File: config.mk
export PLATFORM = sky130hd
export DESIGN_NAME = alu_core
export DESIGN_NICKNAME = d
export VERILOG_FILES = /design/src/rtl/alu_core_pkg.sv /design/src/rtl/alu_result_fifo.sv /design/src/rtl/alu_core.sv
export SDC_FILE = /design/constraint.sdc
export NUM_CORES = 1
export LEC_CHECK = 0
export BUFFER_PORTS_ARGS = -buffer_cell sky130_fd_sc_hd__buf_2
export CAP_MARGIN = 20
export CORE_MARGIN = 4
export CORE_UTILIZATION = 35
export DETAILED_ROUTE_END_ITERATION = 16
export PLACE_DENSITY = 0.52
export SYNTH_ARGS = -nofsm -noshare
export SYNTH_HDL_FRONTEND = slang
export SYNTH_SLANG_ARGS = --single-unit
File: constraint.sdc
create_clock -name i_clk -period 8.3 [get_ports i_clk]
set_clock_uncertainty 0.1 [all_clocks]
set_input_delay 1.66 -clock i_clk [delete_from_list [all_inputs] [get_ports i_clk]]
set_output_delay 1.66 -clock i_clk [all_outputs]
set_load 0.005 [all_outputs]
File: src/rtl/alu_core_pkg.sv
// Shared encodings for the ALU special-register responder: op selects, opcodes,
// flag/status bit positions, FSM state and the result FIFO entry layout.
package alu_core_pkg;

    typedef enum logic [1:0] {
        IN_OPA = 2'd0,
        IN_OPB = 2'd1,
        IN_OPC = 2'd2,
        IN_CLR = 2'd3
    } in_op_e;

    typedef enum logic [1:0] {
        OUT_LO     = 2'd0,
        OUT_HI     = 2'd1,
        OUT_FLAGS  = 2'd2,
        OUT_STATUS = 2'd3
    } out_op_e;

    localparam logic [3:0] OPC_ADD  = 4'd0;
    localparam logic [3:0] OPC_SUB  = 4'd1;
    localparam logic [3:0] OPC_AND  = 4'd2;
    localparam logic [3:0] OPC_OR   = 4'd3;
    localparam logic [3:0] OPC_XOR  = 4'd4;
    localparam logic [3:0] OPC_SHL  = 4'd5;
    localparam logic [3:0] OPC_SHR  = 4'd6;
    localparam logic [3:0] OPC_SAR  = 4'd7;
    localparam logic [3:0] OPC_MULU = 4'd8;

    localparam int FLAG_Z = 0;
    localparam int FLAG_N = 1;
    localparam int FLAG_C = 2;
    localparam int FLAG_V = 3;
    localparam int FLAG_E = 4;

    localparam int STAT_BUSY    = 0;
    localparam int STAT_LOST    = 1;
    localparam int STAT_CNT_LSB = 2;
    localparam int STAT_CNT_W   = 3;

    typedef enum logic {
        ST_IDLE = 1'b0,
        ST_BUSY = 1'b1
    } state_e;

    // 69-bit FIFO entry
    typedef struct packed {
        logic [4:0]  flags;
        logic [31:0] hi;
        logic [31:0] lo;
    } entry_t;

endpackage

File: src/rtl/alu_result_fifo.sv
// Result FIFO with a combinational head; flush wins over push and pop.
module alu_result_fifo
    import alu_core_pkg::*;
#(
    parameter int DEPTH = 4
) (
    input  logic                     i_clk,
    input  logic                     i_rst,
    input  logic                     flush,
    input  logic                     push,
    input  entry_t                   push_data,
    input  logic                     pop,
    output entry_t                   head,
    output logic [$clog2(DEPTH):0]   count
);
    localparam int AW = $clog2(DEPTH);
    localparam int CW = AW + 1;

    entry_t        mem [DEPTH];
    logic [AW-1:0] rd_ptr;
    logic [AW-1:0] wr_ptr;
    logic          do_push;
    logic          do_pop;

    assign do_pop  = pop && (count != '0);
    assign do_push = push && ((count != CW'(DEPTH)) || do_pop);
    assign head    = mem[rd_ptr];

    always_ff @(posedge i_clk or posedge i_rst) begin
        if (i_rst) begin
            rd_ptr <= '0;
            wr_ptr <= '0;
            count  <= '0;
        end else if (flush) begin
            rd_ptr <= '0;
            wr_ptr <= '0;
            count  <= '0;
        end else begin
            if (do_push) wr_ptr <= wr_ptr + AW'(1);
            if (do_pop)  rd_ptr <= rd_ptr + AW'(1);
            case ({do_push, do_pop})
                2'b10:   count <= count + CW'(1);
                2'b01:   count <= count - CW'(1);
                default: count <= count;
            endcase
        end
    end

    always_ff @(posedge i_clk) begin
        if (do_push && !flush) mem[wr_ptr] <= push_data;
    end

endmodule

File: src/rtl/alu_core.sv
// ALU special-register responder: operand/launch decode, single-cycle ALU,
// 32-step shift-add unsigned multiplier and result FIFO read mux.
module alu_core
    import alu_core_pkg::*;
#(
    parameter int DEPTH = 4
) (
    input  logic        i_clk,
    input  logic        i_rst,
    input  logic [1:0]  i_input_op,
    input  logic        i_data_valid,
    input  logic [31:0] i_data,
    input  logic [1:0]  i_output_op,
    input  logic        i_result_empty,
    output logic        o_result_valid,
    output logic [31:0] o_result,
    output logic [4:0]  o_result_flags
);
    localparam int CW = $clog2(DEPTH) + 1;

    logic [31:0]   a, b, mcand;
    logic [63:0]   prod, prod_next;
    logic [32:0]   mul_sum, sum33, dif33;
    logic [4:0]    step, sh;
    state_e        state;
    logic          lost;
    logic [CW-1:0] count;
    logic [2:0]    cnt_disp;
    entry_t        head, alu_entry, mul_entry, push_entry;
    logic [31:0]   alu_lo;
    logic          alu_c, alu_v, alu_err;
    logic          clr, opc, launch, launch_mul, mul_done, full, push, pop;

    assign clr        = i_data_valid && (i_input_op == IN_CLR);
    assign opc        = i_data_valid && (i_input_op == IN_OPC);
    assign full       = (count == CW'(DEPTH));
    assign launch     = opc && (state == ST_IDLE) && !full;
    assign launch_mul = launch && (i_data[3:0] == OPC_MULU);
    assign mul_done   = (state == ST_BUSY) && (step == 5'd31);

    assign sh    = b[4:0];
    assign sum33 = {1'b0, a} + {1'b0, b};
    assign dif33 = {1'b0, a} - {1'b0, b};

    always_comb begin
        alu_lo  = '0;
        alu_c   = 1'b0;
        alu_v   = 1'b0;
        alu_err = 1'b0;
        case (i_data[3:0])
            OPC_ADD: begin
                alu_lo = sum33[31:0];
                alu_c  = sum33[32];
                alu_v  = (a[31] == b[31]) && (sum33[31] != a[31]);
            end
            OPC_SUB: begin
                alu_lo = dif33[31:0];
                alu_c  = dif33[32];
                alu_v  = (a[31] != b[31]) && (dif33[31] != a[31]);
            end
            OPC_AND: alu_lo = a & b;
            OPC_OR:  alu_lo = a | b;
            OPC_XOR: alu_lo = a ^ b;
            OPC_SHL: begin
                alu_lo = a << sh;
                alu_c  = (sh != 5'd0) && a[5'(6'd32 - {1'b0, sh})];
            end
            OPC_SHR: begin
                alu_lo = a >> sh;
                alu_c  = (sh != 5'd0) && a[sh - 5'd1];
            end
            OPC_SAR: begin
                alu_lo = 32'($signed(a) >>> sh);
                alu_c  = (sh != 5'd0) && a[sh - 5'd1];
            end
            OPC_MULU: alu_lo = '0;
            default:  alu_err = 1'b1;
        endcase

        alu_entry.lo    = alu_lo;
        alu_entry.hi    = '0;
        alu_entry.flags = '0;
        if (alu_err) begin
            alu_entry.flags[FLAG_E] = 1'b1;
        end else begin
            alu_entry.flags[FLAG_Z] = (alu_lo == 32'd0);
            alu_entry.flags[FLAG_N] = alu_lo[31];
            alu_entry.flags[FLAG_C] = alu_c;
            alu_entry.flags[FLAG_V] = alu_v;
        end
    end

    // Low half of prod holds the remaining multiplier bits; high half accumulates.
    assign mul_sum   = {1'b0, prod[63:32]} + (prod[0] ? {1'b0, mcand} : 33'd0);
    assign prod_next = {mul_sum, prod[31:1]};

    always_comb begin
        mul_entry.lo            = prod_next[31:0];
        mul_entry.hi            = prod_next[63:32];
        mul_entry.flags         = '0;
        mul_entry.flags[FLAG_Z] = (prod_next == 64'd0);
        mul_entry.flags[FLAG_N] = prod_next[63];
        mul_entry.flags[FLAG_C] = (prod_next[63:32] != 32'd0);
    end

    assign push_entry = mul_done ? mul_entry : alu_entry;
    assign push       = !clr && ((launch && !launch_mul) || (mul_done && !full));
    assign pop        = !clr && i_result_empty && (i_output_op == OUT_LO);

    always_ff @(posedge i_clk or posedge i_rst) begin
        if (i_rst) begin
            state <= ST_IDLE;
            step  <= '0;
            a     <= '0;
            b     <= '0;
            mcand <= '0;
            prod  <= '0;
            lost  <= 1'b0;
        end else begin
            if (i_data_valid && (i_input_op == IN_OPA)) a <= i_data;
            if (i_data_valid && (i_input_op == IN_OPB)) b <= i_data;
            if (clr) begin
                state <= ST_IDLE;
                lost  <= 1'b0;
            end else begin
                if ((opc && !launch) || (mul_done && full)) lost <= 1'b1;
                case (state)
                    ST_IDLE: if (launch_mul) begin
                        state <= ST_BUSY;
                        step  <= '0;
                        mcand <= a;
                        prod  <= {32'd0, b};
                    end
                    ST_BUSY: begin
                        prod <= prod_next;
                        step <= step + 5'd1;
                        if (mul_done) state <= ST_IDLE;
                    end
                    default: state <= ST_IDLE;
                endcase
            end
        end
    end

    alu_result_fifo #(.DEPTH(DEPTH)) u_fifo (
        .i_clk     (i_clk),
        .i_rst     (i_rst),
        .flush     (clr),
        .push      (push),
        .push_data (push_entry),
        .pop       (pop),
        .head      (head),
        .count     (count)
    );

    assign o_result_valid = (count != '0);
    assign cnt_disp       = (32'(count) > 32'd7) ? 3'd7 : 3'(count);
    assign o_result_flags = o_result_valid ? head.flags : 5'd0;

    always_comb begin
        o_result = '0;
        case (i_output_op)
            OUT_LO:    if (o_result_valid) o_result = head.lo;
            OUT_HI:    if (o_result_valid) o_result = head.hi;
            OUT_FLAGS: if (o_result_valid) o_result = {27'd0, head.flags};
            default: begin
                o_result[STAT_BUSY]                   = (state == ST_BUSY);
                o_result[STAT_LOST]                   = lost;
                o_result[STAT_CNT_LSB +: STAT_CNT_W]  = cnt_disp;
            end
        endcase
    end

endmodule

==> results.md <==
- Seq/Total Area, Yosys: 40.2%
- DRC Markers: 0
- Worst min path class: reg -> reg
- DR iter-0 viols: 3112
- Yosys top cell area share: 26.4%
- Post-synth cell types: 103
- FMAX: 0.159 GHz
- Area after DPL: 32800 µm²
- CP max FO: 47
- Leak: 0.0133 µW
- Largest cells by area after synthesis: edfxtp_1 (26%), dfrtp_1 (14%), mux4_2 (10%)
- Final setup TNS: 0 ns
- Req. time, crit path: 8.56 ns
- Outcome: completed
- Met1 wire length: 55800 µm
- Pwr Density: 279 nW/µm²
- Vias in the first global route: 25800
- CTS Hold Bufs: 0
- Synth top cells by count: edfxtp_1 (276), nand2_1 (272), nor2_1 (240)
- First-pass GRT wire length: 190000 µm
- Reg clk slew, reported paths: 0.06 ns
- DP HPWL: 98800 µm
- CTS buffer count: 51
- Setup-failing EPs final: 0
- Design area: 34500 µm²
- Post-CTS setup buffer count: 0
- # H-tree levels: 2
- Final Cycle Share: 75.9%
- Antenna violations before repair: 7
- Die Y: 308 µm
- Worst stage delay on the critical path: 0.81 ns
- Layout cells sized above 1: 16.7%
- # nets final: 3187
- Synth warn: 0
- Mapped cell area: 31400 µm²
- Crit path DAT: 6.56 ns
- Max Cap Viol: 0
- Max Used Layer: met5
- Maximum vdd drop: 0.000138 V
- Net Count, Synth: 3226
- Worst setup slack after layout: 2.00 ns
- Cell with the most instances after synthesis: edfxtp_1
- Worst-Margin Slew: 1.16 ns
- Startpoint Class: flop
- Crit-path cells: inv_1, ha_1, nor2b_1, o211ai_1, a21oi_1, o21bai_1, a2111oi_0, or2_2, mux2i_1, a21oi_1, or4b_1, nor4_1, nand3b_1, o31ai_1
- Total number of vias: 26400
- Worst Setup End Kind: flop
- Clk root buf: clkbuf_16
- Largest net degree at the start of global routing: 112
- Slew headroom: 22.8%
- Cells after Synth: 3043
- Die W: 308 µm
- Slowest CP cell: dfrtp_4
- Core area: 88800 µm²
- Synth Area per Inst: 10.3 µm²
- RSZ-0062 raised after global routing: no
- Met3 WL: 10400 µm
- Fin. Hold Viols: 0
- Prevailing post-synth register cell: edfxtp_1
- CTS max path bufs: 3
- DR vias/cell: 6.25
- Rows: 109
- EDFF count, synth: 276
- Post-place setup slack: 2.01 ns
- DR WL met2: 59100 µm
- GRT Residual Overflow: 0
- WL final: 132000 µm
- Final hold slack: 0.371 ns
- Final slew viol count: 0
- Fillers: 8737
- Cts repair resizes: 0
- Crit-path most repeated cell: a21oi_1
- CTS tree: done
- Final core occ: 38.9%
- Number of iterations in the first detailed-routing pass: 6
- Crit path time final: 6.30 ns
- WL/cell: 31.4 µm
- Ys async rst share: 38.7%
- Critical path class: reg -> reg
- Clock sinks: 450
- Area delta synth->final: 9.90%
- I/O pin count: 78
- Final ANT Viol Nets: 0
- Total GRT Usage: 27.4%
- Initial Utilization: 35.4%
- Register bit total from synthesis: 450
- Clk Latency, worst-skew pair: 0.65 ns
- GPL Wtd Cong: 1.04
- IO Port Bufs: 77
- Area leader, netlist: edfxtp_1
- Die ar.: 94700 µm²
## power by group
group | leakage, µW | internal (µW) | switching, µW | total, µW
registers | 0.00479 | 2700 | 446 | 3150
clock network | 0.000860 | 1380 | 977 | 2360
logic | 0.00762 | 1520 | 2610 | 4130
## cell usage in the layout (no fill, tap or decap), types with 27 or more instances in the layout
master and n:
a211oi_1 34, a21o_1 31, a21oi_1 154, and2_1 51, buf_2 77, buf_4 72
clkbuf_16 52, dfrtp_1 167, edfxtp_1 276, ha_1 139, inv_1 115, mux2_2 69
mux2i_1 131, mux4_2 142, nand2_1 271, nand3_1 78, nor2_1 240, nor2b_1 27
nor3_1 71, nor4_1 28, o211ai_1 43, o21ai_0 217, o31ai_1 31, xnor2_1 28
## final cells by class
cell class | instances | area (µm²) | area share [%]
multi-input cells | 2232 | 17300 | 50.0
flip-flops and latches | 450 | 12700 | 36.6
well taps | 1165 | 1460 | 4.22
clock buffers | 58 | 1330 | 3.86
repair buffers | 150 | 933 | 2.70
inverters | 119 | 454 | 1.31
clock inverters | 38 | 423 | 1.22
diodes | 3 | 7.51 | 0.0217
## through the flow
stage / total power, µW / cells
2_1_floorplan: 5620 / 3043
3_3_place_gp: 7210 / 4114
3_5_place_dp: 7210 / 4114
4_1_cts: 9600 / 4210
5_1_grt: 10100 / 4212
6_report: 9630 / 4215
## layer usage
metal	global-route usage, %	vias up
met5	0	-
met4	11.9	2
met3	4.47	297
met2	43.0	1312
met1	37.8	13400
li1	-	11400
## critical path, delay by kind of cell, from the launching register on
kind / cells / cell delay (ns)
DFF: 1 / 0.81
adders and majority gates: 1 / 0.57
and+or+nand+nor: 5 / 1.65
AOI/OAI and AO/OA: 6 / 2.15
buffers and inverters: 1 / 0.51
muxes: 1 / 0.20
## flip-flops by register name, indices dropped and copies added (netlist names), 3 cells and up
register,flops
prod,64
mcand,32
step,5
u_fifo.mem,276
a,32
u_fifo.count,3
b,32
## worst paths after layout
check,endpoint,start,depth (start not counted),slack [ns]
max,u_fifo.mem[3][64],b[2],14,2.00
min,mcand[30],mcand[30],2,0.37
max reg2reg,u_fifo.mem[3][64],b[2],14,2.00
min reg2reg,mcand[30],mcand[30],2,0.37
max in group asynchronous,mcand[14],i_rst,3,5.52
min in group asynchronous,b[2],i_rst,2,1.09
## cell families after synthesis
logic type                 synth area share, %
adders and majority gates                 5.79
muxes                                     17.8
DFF                                       40.2
and+or+nand+nor                           14.5
buffers and inverters                     4.96
xor gates and xnor gates                  1.39
AOI/OAI and AO/OA                         15.4
Note: power is estimated with default switching activity, not from simulation.
